[config.mk]
export PLATFORM = sky130hd
export DESIGN_NAME = rr_switch_allocator_flat
export DESIGN_NICKNAME = d
export VERILOG_FILES = /design/src/rtl/rr_switch_allocator_if.sv /design/src/rtl/rr_switch_allocator.sv /design/src/flat_wrapper.sv
export SDC_FILE = /design/constraint.sdc
export NUM_CORES = 1
export LEC_CHECK = 0
export ABC_AREA = 1
export BUFFER_PORTS_ARGS = -buffer_cell sky130_fd_sc_hd__buf_4
export CORE_ASPECT_RATIO = 1.2
export CORE_MARGIN = 10
export CORE_UTILIZATION = 42
export CTS_CLUSTER_DIAMETER = 100
export CTS_CLUSTER_SIZE = 16
export DETAILED_ROUTE_END_ITERATION = 8
export PLACE_DENSITY_LB_ADDON = 0.15
export RECOVER_POWER = 25
export SETUP_SLACK_MARGIN = 0.1
export SLEW_MARGIN = 10
export SYNTH_ARGS = -nofsm -noshare
export SYNTH_HDL_FRONTEND = slang
export SYNTH_SLANG_ARGS = --single-unit
[constraint.sdc]
create_clock -name clk -period 7.5 [get_ports clk]
set_input_delay 0 -clock clk [delete_from_list [all_inputs] [get_ports clk]]
set_output_delay 0 -clock clk [all_outputs]
set_load 0.01 [all_outputs]
[src/rtl/rr_switch_allocator_if.sv]
// Switch allocator bus for one router output port.
//   master : request side (input ports / test driver) -- drives req, rout_port,
//            tail, out_ready; observes grant, grant_idx, busy, xfer.
//   slave  : the allocator -- samples requests, drives grant/grant_idx/busy/xfer.
// rout_port packs one PORT_W-bit output code per input, field i at [i*PORT_W +: PORT_W].
interface rr_switch_allocator_if #(
    parameter int NUM_PORTS = 5,
    parameter int PORT_W    = 3,
    parameter int IDX_W     = (NUM_PORTS > 2) ? $clog2(NUM_PORTS) : 1
);
    logic [NUM_PORTS-1:0]        req;
    logic [NUM_PORTS*PORT_W-1:0] rout_port;
    logic [NUM_PORTS-1:0]        tail;
    logic                        out_ready;
    logic [NUM_PORTS-1:0]        grant;
    logic [IDX_W-1:0]            grant_idx;
    logic                        busy;
    logic                        xfer;

    modport master (
        output req, rout_port, tail, out_ready,
        input  grant, grant_idx, busy, xfer
    );

    modport slave (
        input  req, rout_port, tail, out_ready,
        output grant, grant_idx, busy, xfer
    );
endinterface

[src/rtl/rr_switch_allocator.sv]
// Round-robin switch allocator for a single router output port.
// Inputs whose routing field equals PORT_ID compete; the winner is locked onto
// the output until its tail flit transfers (or its request drops), so packets
// never interleave. Grants are registered (one-cycle latency) and issued
// without regard to out_ready.
// Ports:
//   clk  - clock, rising edge
//   rst  - synchronous active-high reset
//   bus  - rr_switch_allocator_if.slave: req/rout_port/tail/out_ready in,
//          grant/grant_idx/busy (registered) and xfer (combinational) out
module rr_switch_allocator #(
    parameter int NUM_PORTS = 5,
    parameter int PORT_W    = 3,
    parameter int PORT_ID   = 0
) (
    input logic                  clk,
    input logic                  rst,
    rr_switch_allocator_if.slave bus
);
    localparam int IDX_W = (NUM_PORTS > 2) ? $clog2(NUM_PORTS) : 1;

    localparam logic [0:0] IDLE   = 1'b0;
    localparam logic [0:0] LOCKED = 1'b1;

    logic [0:0]             state;
    logic [NUM_PORTS-1:0]   grant_q;
    logic [IDX_W-1:0]       grant_idx_q;
    logic [IDX_W-1:0]       ptr;

    logic [NUM_PORTS-1:0]   elig;
    logic [2*NUM_PORTS-1:0] elig2;
    logic [NUM_PORTS-1:0]   rot;
    logic                   found;
    logic [IDX_W-1:0]       win;
    logic [IDX_W:0]         sum;
    logic                   xfer_c;
    logic                   release_c;

    // An input is eligible only if it requests this exact output code;
    // out-of-range codes simply never match.
    for (genvar i = 0; i < NUM_PORTS; i++) begin : g_elig
        assign elig[i] = bus.req[i] &&
                         (bus.rout_port[i*PORT_W +: PORT_W] == PORT_W'(PORT_ID));
    end

    // Rotate eligibility so bit 0 corresponds to ptr; the lowest set bit of
    // the rotated vector is the round-robin winner, offset back by ptr.
    assign elig2 = {elig, elig};

    always_comb begin
        rot   = NUM_PORTS'(elig2 >> ptr);
        found = 1'b0;
        win   = '0;
        sum   = '0;
        for (int k = 0; k < NUM_PORTS; k++) begin
            if (!found && rot[k]) begin
                found = 1'b1;
                sum   = {1'b0, ptr} + (IDX_W+1)'(k);
                if (sum >= (IDX_W+1)'(NUM_PORTS))
                    sum = sum - (IDX_W+1)'(NUM_PORTS);
                win = sum[IDX_W-1:0];
            end
        end
    end

    assign xfer_c    = (state == LOCKED) && bus.req[grant_idx_q] && bus.out_ready;
    // Release on the tail transfer, or abort when the owner withdraws its request.
    assign release_c = (xfer_c && bus.tail[grant_idx_q]) || !bus.req[grant_idx_q];

    always_ff @(posedge clk) begin
        if (rst) begin
            state       <= IDLE;
            grant_q     <= '0;
            grant_idx_q <= '0;
            ptr         <= '0;
        end else begin
            case (state)
                IDLE: begin
                    if (found) begin
                        state       <= LOCKED;
                        grant_q     <= NUM_PORTS'(1) << win;
                        grant_idx_q <= win;
                        ptr         <= (win == IDX_W'(NUM_PORTS-1)) ? '0 : win + 1'b1;
                    end
                end
                LOCKED: begin
                    // grant_idx is left as-is on release; it is only meaningful while busy.
                    if (release_c) begin
                        state   <= IDLE;
                        grant_q <= '0;
                    end
                end
                default: begin
                    state   <= IDLE;
                    grant_q <= '0;
                end
            endcase
        end
    end

    assign bus.grant     = grant_q;
    assign bus.grant_idx = grant_idx_q;
    assign bus.busy      = (state == LOCKED);
    assign bus.xfer      = xfer_c;
endmodule

[src/flat_wrapper.sv]
// flat-port wrapper written by rule: the top's interface ports become plain ports
module rr_switch_allocator_flat 
#(
    parameter int NUM_PORTS = 5,
    parameter int PORT_W    = 3,
    parameter int PORT_ID   = 0
)
  (clk, rst, bus_req, bus_rout_port, bus_tail, bus_out_ready, bus_grant, bus_grant_idx, bus_busy, bus_xfer);
  rr_switch_allocator_if #(.NUM_PORTS(NUM_PORTS), .PORT_W(PORT_W)) bus_i ();
  input logic clk;
  input logic rst;
  input wire logic [$bits(bus_i.req)-1:0] bus_req;
  input wire logic [$bits(bus_i.rout_port)-1:0] bus_rout_port;
  input wire logic [$bits(bus_i.tail)-1:0] bus_tail;
  input wire logic [$bits(bus_i.out_ready)-1:0] bus_out_ready;
  output wire logic [$bits(bus_i.grant)-1:0] bus_grant;
  output wire logic [$bits(bus_i.grant_idx)-1:0] bus_grant_idx;
  output wire logic [$bits(bus_i.busy)-1:0] bus_busy;
  output wire logic [$bits(bus_i.xfer)-1:0] bus_xfer;
  assign bus_i.req = bus_req;
  assign bus_i.rout_port = bus_rout_port;
  assign bus_i.tail = bus_tail;
  assign bus_i.out_ready = bus_out_ready;
  assign bus_grant = bus_i.grant;
  assign bus_grant_idx = bus_i.grant_idx;
  assign bus_busy = bus_i.busy;
  assign bus_xfer = bus_i.xfer;
  rr_switch_allocator #(.NUM_PORTS(NUM_PORTS), .PORT_W(PORT_W), .PORT_ID(PORT_ID)) u_core (.clk(clk), .rst(rst), .bus(bus_i));
endmodule
# [After elaboration in Yosys (flattened, before gate mapping)]
# Index checks and enable logic that the tools add are counted.
[op_classes] addsub=10 n_shift=2 n_bitwise=1 magnitude_cmp=6 n_eq_ne=3 reduce_logical=25 muxes=26
[op_table] operator="$mux W3" count=11
[op_table] operator="$ge A4 B3 Y1 const B" count=4
[op_table] operator="$logic_not A3 Y1" count=5
[op_table] operator="$sub A3 B3 Y3 const B" count=5
[op_table] operator="$logic_and A1 B1 Y1" count=12
[op_table] operator="$mux W5" count=2
[op_table] operator="$pmux W5 S2" count=1
[op_table] operator="$shr A10 B3 Y5" count=1
[op_table] operator="$mux W1" count=9
[op_table] operator="$add A3 B2 Y4 const B" count=2
[op_table] operator="$bmux W1 S3" count=2
[op_table] operator="$logic_not A1 Y1" count=5
[op_table] operator="$shl A1 B3 Y5 const A" count=1
[op_table] operator="$add A3 B1 Y4 const B" count=1
[op_table] operator="$add A3 B3 Y4 const B" count=1
[op_table] operator="$lt A3 B4 Y1 const B" count=1
[op_table] operator="$reduce_and A2 Y1" count=2
[op_table] operator="$add A3 B1 Y3 const B" count=1
[op_table] operator="$eq A3 B3 Y1 const B" count=1
[op_table] operator="$ge A3 B3 Y1 const B" count=1
[op_table] operator="$ne A2 B1 Y1 const B" count=1
[op_table] operator="$ne A2 B2 Y1 const B" count=1
[op_table] operator="$pmux W1 S2" count=1
[op_table] operator="$logic_or A1 B1 Y1" count=1
[op_table] operator="$not A1 Y1" count=1
[totals] word_cells=77 in_bits=28 output_inout_bits=10 regBits=12

# [Logic depth before layout (Yosys ltp)]
# Gate-level depths: netlist (run 1).
[logic_depth] word_depth=19 ltp_mapped=20 mapped_depth_nobuf=20

# [Least setup slack after synthesis (run 1)]
# No wires, ideal clock.
[synth_timing] kind="flip-flop to flip-flop" from="register u_core.ptr[1]" to="register u_core.ptr[2]" setup_ps=115 stages_incl_launch_ff=18 slack_ps=4987 synth_period_minus_slack_ps=2513 arrival_ps=2398 cell_sequence="dfxtp_1 -> buf_2 -> inv_2 -> ha_1 -> ha_1 -> o21ai_0 -> nand2_1 -> xor2_1 -> inv_1 -> nand2_1 -> nand3_1 -> nand2_2 -> inv_1 -> ha_1 -> ha_1 -> nand2_1 -> o21ai_1 -> nor2_1"
[synth_between] elab_chain_len=16 elab_cells_between_ends=42
[synth_lines] element="start: declaration" line_no="rr_switch_allocator.sv:28" rtl="logic [IDX_W-1:0] ptr;"
[synth_lines] element="start signal: assignment" line_no="rr_switch_allocator.sv:83" rtl="ptr <= (win == IDX_W'(NUM_PORTS-1)) ? '0 : win + 1'b1;"
[synth_lines] element="parallel branches: the longest is 13 deep, another holds $add A3 B1 Y4"
[synth_lines] element="$mux W3 (*)" line_no="rr_switch_allocator.sv:56" rtl="if (!found && rot[k]) begin"
[synth_lines] element="net u_core.win[0]" line_no="rr_switch_allocator.sv:34" rtl="logic [IDX_W-1:0] win;"
[synth_lines] element="$add A3 B1 Y3 / $eq A3 B3 Y1 (equally long branches)" line_no="rr_switch_allocator.sv:83"
[synth_lines] element="$mux W3 (*)" line_no="rr_switch_allocator.sv:83"
# Mark *: on every way through the listed nets, which the timed path passes.
# A chain may end at the register's enable or synchronous reset.

# [Worst setup path after layout (run 1)]
[layout_timing] from="register u_core.ptr[0]" to="register u_core.ptr[2]"
# Same word-level chain as after synthesis.

==> results.cfg, run 1 <==
[setup_path]
required_ps = 7640
crit_path_end = u_core.ptr[2]$_SDFFE_PP0P_
end_kind = register
crit_path_start = u_core.ptr[0]$_SDFFE_PP0P_
crit_type = reg2reg
reg2reg_slack_ps = 4420
start_kind = register
critPathMaxFanout = 17
worstPathArrival_ps = 3220
rr_startpoint = u_core.ptr[0]$_SDFFE_PP0P_
rr_worst_depth = 16
rr_endpoint = u_core.ptr[2]$_SDFFE_PP0P_

[power_and_ir_drop]
max-vdd-ir-drop_mv = 0.280
pwr_density_cell_mw_per_mm2 = 400
p_leak_uw = 0.00100

[synth]
synth.distinct_cells = 33
synth.cell_area_mm2 = 0.00165
syn-num-nets = 292
yosysWarnings = 0
postSynthAreaPerCell_um2 = 6.61
synthTopCellsByArea = dfxtp_1 15%, nand2_1 13%, ha_1 9.8%, nand3_2 7.9%, nand3_1 7.6%
netlist.area_leader.share = 0.145
ys_seq_elements = 12
synth_seq_area_share = 0.145
yosys.area.top_type = dfxtp_1
netlist_instances = 250

[clock_network]
clk_latency_ps = 250
cts_buffers = 3
ctsResizeCount = 0
clk_pin_slew_worst_paths_ps = 50
cts_tree = yes
clock_sinks = 12
h-tree-depth = 1
cts-root-buf = clkbuf_8
max-clock-path-buffers = 2

[finish]
finalNetCount = 329
area_growth_pct = 21.0
fillCellCount = 396
fin_cells = 338
layout-drive-gt1-share = 0.276
antenna_cells = 0

[floorplanning]
ios = 38
start_util = 0.444
die_area_mm2 = 0.00685
core_area_mm2 = 0.00372
row_count = 24
die_w_um = 77.3
fp.dieH_um = 88.7

[timing]
grt_setup_unrepaired = no
max_freq_mhz = 324
drv_slew = 0
tns_ps = 0
clock-skew-final_ps = 1.92
tightest_slew_ps = 755
period_needed_ps = 3080
hold_viol_final = 0
setup_viol = 0
max_slew_margin = 0.496
period_share = 0.411

[drt]
drt_first_pass_iters = 4
post-route-drc-count = 0
initialDrtViolationCount = 78
routed_wl_mm = 4.10
wl_per_cell_um = 12.1
num_vias = 1633
viasPerCell = 4.83
ant_nets = 0

[global_route]
antenna_found_initial = 0
gr-total-overflow = 0
grt_pass1_vias = 1643
grt_util_all_layers = 0.124
grt_max_degree = 18
grt_first_pass_wirelength_mm = 7.19

[placed_design]
gp_congestion = 0.846
io_buffer_count = 37
dp_hpwl_mm = 3.44
dp_cells = 333

[run]
cap_violations = 0

[worst_hold_path]
worstHoldPathType = in2reg

[run_status]
status = completed
==> Yosys cell counts (all sizes together) <==
master	instances
nor2	21
nand2	72
dfxtp	12
xnor2	1
a21oi	16
nand3	38
o21a	1
inv	35
or2	1
nand4	5
buf	6
fa	1
ha	13
a32o	1
nor3	1
o211ai	2
a31o	1
xor2	4
o21ai	19
==> power breakdown <==
group,switching (uW),total (uW),internal (uW)
registers,40.5,128,88.0
logic,384,601,217
clock network,25.0,71.5,46.5
total,450,801,351
==> worst max-delay path: stages (launching register included) <==
cell     delay (ps)
dfxtp_1         810
inv_4           180
ha_1            270
inv_1            70
fa_1            180
nor2_1           60
nor2_1          190
o21ai_0         110
a21oi_1         170
nand3_1         190
inv_1           140
ha_1            190
inv_1            50
nor2_1          190
nand2_4          70
nand2_2          70
nor2_1           40
==> through the flow <==
step	setup WS, ps	power, uW	instance area [um2]	utilization	hold WS (ps)
2_1_floorplan	4990	612	1650	-	87.1
3_3_place_gp	4440	735	1950	0.525	246
3_5_place_dp	4470	735	1950	0.525	248
4_1_cts	4410	814	2020	0.542	122
5_1_grt	4120	897	2000	0.537	130
6_report	4420	801	2000	0.537	119
==> worst min-delay path by stage <==
stage                  start                          endpoint  slack [ps]  cells past startpoint
2_1_floorplan  bus_out_ready                          bus_xfer          90                      2
3_3_place_gp             rst  u_core.bus.grant[2]$_SDFFE_PP0P_         250                      2
3_5_place_dp             rst  u_core.bus.grant[2]$_SDFFE_PP0P_         250                      2
4_1_cts        bus_out_ready        u_core.bus.busy$_SDFF_PP0_         120                      3
5_1_grt        bus_out_ready        u_core.bus.busy$_SDFF_PP0_         130                      3
6_report       bus_out_ready        u_core.bus.busy$_SDFF_PP0_         120                      3
==> layer usage <==
layer,up-vias,share of wire,global-route usage
li1,885,-,-
met1,727,0.45,0.139
met2,16,0.52,0.235
met3,5,0.018,0.0132
met4,0,0.015,0.0449
met5,-,0,0
==> layout make-up <==
cell class              count  area [um2]  share of cell area
well taps                  52        65.1              0.0325
clock buffers               4        55.1              0.0275
flip-flops and latches     12         240               0.120
inverters                  35         134              0.0669
multi-input cells         197        1240               0.619
repair buffers             38         269               0.134
==> flip-flops by register name, indices dropped and copies added, names as in the netlist <==
register and cells:
u_core.bus.busy 1, u_core.bus.grant_idx 3, u_core.ptr 3, u_core.bus.grant 5
==> cell usage in the layout, fill, tap and decap left out, types with 5 or more instances in the layout <==
master,n
nand2_1,58
buf_4,32
inv_1,30
nand3_1,25
nor2_1,18
a21oi_1,14
nand3_2,13
ha_1,13
dfxtp_1,12
o21ai_0,11
nand2_2,7
nand2_4,7
o21ai_1,5
clkbuf_1,5
==> repair_timing <==
item	in CTS	in global routing
hold endpoints to repair	6	0
buffers inserted	0	0
hold buffers	1	0
==> cell families (layout without fill, tap and decap cells) <==
kind of cell    Yosys count  after routing  share of synthesized area
buf+inv                  41             77                      0.106
simple gates            138            138                      0.465
xor+xnor                  5              5                     0.0265
fa+ha+maj                14             14                      0.111
compound gates           40             40                      0.147
flops                    12             12                      0.145
Note: power is estimated with default switching activity, not from simulation.
==> run 2, diff against run 1 <==
==> constraint.sdc (replaced) <==
create_clock -name clk -period 2.9 [get_ports clk]
set_input_delay 0 -clock clk [delete_from_list [all_inputs] [get_ports clk]]
set_output_delay 0 -clock clk [all_outputs]
set_load 0.01 [all_outputs]
==> run 2 against run 1 <==
Against the previous run: final cell count increased by 3.0%; first-iteration DRC count is 26% higher; global-route usage down 0.079 points; critical path depth did not move; hold slack lost 5.0 ps; routed wire length grew 2.2%; die area unchanged; utilization increased by 2.8 points; power increased to 2.8 times the previous value; fmax rose by 20%; largest power group unchanged.
==> results.cfg, run 2 (same netlist as run 1, synthesis figures left out) <==
[finish]
layout-drive-gt1-share = 0.318
antenna_cells = 0
fillCellCount = 387
largest_register_ffs = 5
finalNetCount = 339
area_growth_pct = 27.3
mostFrequentLayoutCell = nand2_1
mostFrequentLayoutCells = 58 x nand2_1, 41 x buf_4, 30 x inv_1

[placed_design]
io_buffer_count = 37
dp_hpwl_mm = 3.48
gp_congestion = 0.882

[setup_path]
critPathMaxFanout = 9
required_ps = 3080
worstPathArrival_ps = 2760
start_kind = register
crit_type = reg2reg
rr_worst_depth = 16
end_kind = register

[power_and_ir_drop]
combPwrFrac = 0.785
clkPwrFrac = 0.082
p_leak_uw = 0.00106
swShare = 0.545
power_switching_uw = 1200
pwr_density_cell_mw_per_mm2 = 1050
max-vdd-ir-drop_mv = 0.645
seq_power_share = 0.132
power.internal_uw = 1010

[floorplanning]
row_count = 24
fp.dieH_um = 88.7
die_w_um = 77.3
ios = 38
die_area_mm2 = 0.00685
start_util = 0.444
core_area_mm2 = 0.00372

[drt]
wl_per_cell_um = 12.0
ant_nets = 0
drt_first_pass_iters = 4
num_vias = 1658
initialDrtViolationCount = 98
routed_wl_mm = 4.19
post-route-drc-count = 0
viasPerCell = 4.76

[timing]
tns_ps = 0
tightest_slew_ps = 441
max_freq_mhz = 388
clock-skew-final_ps = 5.37
grt_setup_unrepaired = no
drv_slew = 0
period_share = 0.889
hold_viol_final = 0
setup_viol = 0
max_slew_margin = 0.703
holdWs_ps = 113
period_needed_ps = 2580

[worst_hold_path]
min_path_cells = 3
worstHoldPathType = in2reg

[run_status]
status = completed

[global_route]
gr-total-overflow = 0
grt_max_degree = 17
grt_pass1_vias = 1665
grt_first_pass_wirelength_mm = 7.18
grt_util_all_layers = 0.123
antenna_found_initial = 0

[clock_network]
max-clock-path-buffers = 2
cts_buffers = 3
clk_pin_slew_worst_paths_ps = 50
clk_latency_ps = 240
cts_tree = yes
cts-root-buf = clkbuf_8
clock_sinks = 12
h-tree-depth = 1

[run]
cap_violations = 0
-- run 2: power by group through the flow --
stage / logic, uW / registers (uW) / clock network, uW
after detailed placement: 1650 / 296 / 0
after CTS: 1670 / 293 / 187
final: 1730 / 293 / 182
after global placement: 1650 / 296 / 0
after floorplan: 1280 / 305 / 0
after global routing: 1960 / 303 / 194
-- run 2: layout make-up --
cell class	instances	area, um2	share of cell area
Clock buffer	4	55.1	0.0262
Sequential cell	12	241	0.115
Inverter	35	136	0.0648
Timing Repair Buffer	48	357	0.169
Tap cell	52	65.1	0.0309
Multi-Input combinational cell	197	1250	0.594
-- run 2: worst paths after layout --
path	start	endpoint	slack, ps
setup reg to reg	u_core.ptr[1]$_SDFFE_PP0P_	u_core.ptr[2]$_SDFFE_PP0P_	320
setup / recovery	u_core.ptr[1]$_SDFFE_PP0P_	u_core.ptr[2]$_SDFFE_PP0P_	320
hold reg to reg	u_core.bus.grant[3]$_SDFFE_PP0P_	u_core.bus.grant[3]$_SDFFE_PP0P_	460
hold / removal	bus_out_ready	u_core.bus.busy$_SDFF_PP0_	110
-- run 2: through the flow --
stage	setup WS [ps]	std cells	utilization	cell area (um2)	power [uW]
final	321	348	0.565	2100	2210
after global routing	92.5	348	0.565	2100	2460
after CTS	188	343	0.552	2060	2150
after detailed placement	216	338	0.535	1990	1950
after global placement	326	338	0.535	1990	1940
after floorplan	387	250	-	1650	1580
-- run 2: what timing repair did --
item,4_1_cts,5_1_grt
gates resized for setup,0,6
hold buffers,1,0
setup endpoints to repair,0,5
buffers inserted,0,5
hold endpoints to repair,6,0
-- run 2: worst max-delay path, stage by stage (launching register included) --
cell	delay (ps)
dfxtp_2	420
ha_1	200
inv_1	50
fa_1	400
nor2_2	160
nor2_2	60
xor2_1	130
nand2_1	70
nand2_1	60
nand3_1	80
nand2_2	120
inv_1	70
ha_1	180
ha_1	270
nand2_1	70
o21ai_1	60
nor2_1	110
-- run 2: metal layers --
layer  wire (um)  GRT usage  up-vias
met1        1840      0.137      728
li1            -          -      904
met3          80     0.0122        5
met5           0          0        -
met4          44     0.0382        0
met2        2220      0.240       21
==> run 3, diff against run 2 <==
--- a/config.mk
+++ b/config.mk
@@ -13,6 +13,7 @@
 export CTS_CLUSTER_DIAMETER = 100
 export CTS_CLUSTER_SIZE = 16
 export DETAILED_ROUTE_END_ITERATION = 8
+export MAX_ROUTING_LAYER = met4
 export PLACE_DENSITY_LB_ADDON = 0.15
 export RECOVER_POWER = 25
 export SETUP_SLACK_MARGIN = 0.1
==> constraint.sdc (replaced) <==
create_clock -name clk -period 2.9 [get_ports clk]
set_input_delay 0 -clock clk [delete_from_list [all_inputs] [get_ports clk]]
set_output_delay 0 -clock clk [all_outputs]
set_load 0.005 [all_outputs]
==> run 3 against run 2 <==
Against the previous run: hold slack is essentially flat; routed wire length stayed put; flip-flop and latch count is the same; via count up 0.18%; utilization is 0.57 points higher; power barely moved; register-to-register slack better by 40 ps; clock-buffer cell count stayed put; setup slack improved by 40 ps; clock skew about the same; sequential power about the same; fmax is 1.6% higher.
==> results.cfg, run 3 (same netlist as run 1, synthesis figures left out) <==
[setup_path]
crit_cells = 17
end_kind = register
worstPathArrival_ps = 2720
crit_type = reg2reg
slowest_stage = fa_1
max_stage_delay_ps = 400
path_cells = clkinv_4, ha_1, inv_1, fa_1, nor2_2, nor2_2, xor2_1, nand2_1, nand2_1, nand3_1, nand2_2, inv_1, ha_1, ha_1, nand2_1, o21ai_1, nor2_1
start_kind = register
critPathMaxFanout = 6
rr_endpoint = u_core.ptr[2]$_SDFFE_PP0P_
required_ps = 3080
rr_worst_depth = 17
path_buf_inv = 3
rr_startpoint = u_core.ptr[0]$_SDFFE_PP0P_
reg2reg_slack_ps = 360
cpLargestDelayFamily = adder cells

[finish]
antenna_cells = 0
fillCellCount = 386
largest_register_ffs = 5
layout-drive-gt1-share = 0.334
finalNetCount = 339
post-route-cell-area_mm2 = 0.00213
area_growth_pct = 28.6
mostFrequentLayoutCell = nand2_1
mostFrequentLayoutCells = 58 x nand2_1, 41 x buf_4, 30 x inv_1

[timing]
period_needed_ps = 2540
hold_viol_final = 0
drv_slew = 0
tns_ps = 0
period_share = 0.876
clock-skew-final_ps = 5.79
tightest_slew_ps = 441
max_slew_margin = 0.703
grt_setup_unrepaired = no
max_freq_mhz = 394
setup_viol = 0

[worst_hold_path]
holdCritStartpoint = bus_out_ready
min_to = u_core.bus.busy$_SDFF_PP0_
worstHoldPathType = in2reg
min_path_cells = 3

[placed_design]
gp_congestion = 0.897
place_area_mm2 = 0.00199
dp_hpwl_mm = 3.48
io_buffer_count = 37

[global_route]
gr-total-overflow = 0
grt_first_pass_wirelength_mm = 7.20
grt_max_degree = 17
grt_util_all_layers = 0.127
antenna_found_initial = 0
grt_pass1_vias = 1663

[clock_network]
clk_pin_slew_worst_paths_ps = 50
clk_latency_ps = 240
cts_buffers = 3
clock_sinks = 12
max-clock-path-buffers = 2
cts-root-buf = clkbuf_8
cts_tree = yes
h-tree-depth = 1

[drt]
viasPerCell = 4.77
drt_first_pass_iters = 4
initialDrtViolationCount = 99
post-route-drc-count = 0
wl_per_cell_um = 12.0
num_vias = 1661
ant_nets = 0
routed_wl_mm = 4.19

[floorplanning]
fp.dieH_um = 88.7
die_area_mm2 = 0.00685
core_area_mm2 = 0.00372
start_util = 0.444
row_count = 24
die_w_um = 77.3
ios = 38

[power_and_ir_drop]
max-vdd-ir-drop_mv = 0.644
pwr_density_cell_mw_per_mm2 = 1040
p_leak_uw = 0.00108
finalPower_uw = 2210

[run_status]
status = completed

[run]
cap_violations = 0
## run 3: cell counts in the layout (fill, tap and decap cells not counted)
No cell type changed its count.
## run 3: layout make-up
class,instances,area (um2),area share
timing repair buffer,48,375,0.177
sequential,12,244,0.115
multi-input combinational,197,1250,0.588
tap,52,65.1,0.0306
clock buffer,4,55.1,0.0259
inverter,35,136,0.0642
## run 3: through the flow
step	utilization	hold WS [ps]	std cells	setup WS [ps]
floorplan	-	70.7	250	387
global placement	0.535	244	338	326
detailed placement	0.535	248	338	216
CTS	0.552	116	343	188
global route	0.571	135	348	95.3
finish	0.571	113	348	361
## run 3: where the power goes
part	internal [uW]	leakage, uW	switching [uW]
clock	120	0.0000288	62.0
combinational	672	0.000953	1060
sequential	231	0.0000993	63.5
total	1020	0.00108	1190
## run 3: worst register-to-register path, cell delays in order, from the launching register on
cell	delay [ps]
dfxtp_1	330
clkinv_4	80
ha_1	170
inv_1	50
fa_1	400
nor2_2	160
nor2_2	60
xor2_1	130
nand2_1	70
nand2_1	60
nand3_1	80
nand2_2	120
inv_1	70
ha_1	180
ha_1	270
nand2_1	70
o21ai_1	60
nor2_1	110
## run 3: layer usage
layer,track usage,vias up,share of wire
li1,-,904,-
met5,-,-,0
met1,0.139,731,0.45
met3,0.00913,5,0.013
met4,0.0382,0,0.011
met2,0.239,21,0.53
## run 3: how the worst max path moves through the flow
stage / from / end / slack [ps]
floorplan: u_core.ptr[1]$_SDFFE_PP0P_ / u_core.ptr[2]$_SDFFE_PP0P_ / 390
global placement: u_core.ptr[1]$_SDFFE_PP0P_ / u_core.ptr[0]$_SDFFE_PP0P_ / 330
detailed placement: u_core.ptr[1]$_SDFFE_PP0P_ / u_core.ptr[2]$_SDFFE_PP0P_ / 220
CTS: u_core.ptr[1]$_SDFFE_PP0P_ / u_core.ptr[2]$_SDFFE_PP0P_ / 190
global route: u_core.ptr[0]$_SDFFE_PP0P_ / u_core.ptr[2]$_SDFFE_PP0P_ / 100
finish: u_core.ptr[0]$_SDFFE_PP0P_ / u_core.ptr[2]$_SDFFE_PP0P_ / 360
## run 3: what timing repair did
| item | 4_1_cts | 5_1_grt |
|---|---|---|
| setup buffers | 0 | 5 |
| resized for setup | 0 | 7 |
| setup endpoints to repair | 0 | 5 |
| hold endpoints to repair | 6 | 0 |
| hold buffers | 1 | 0 |
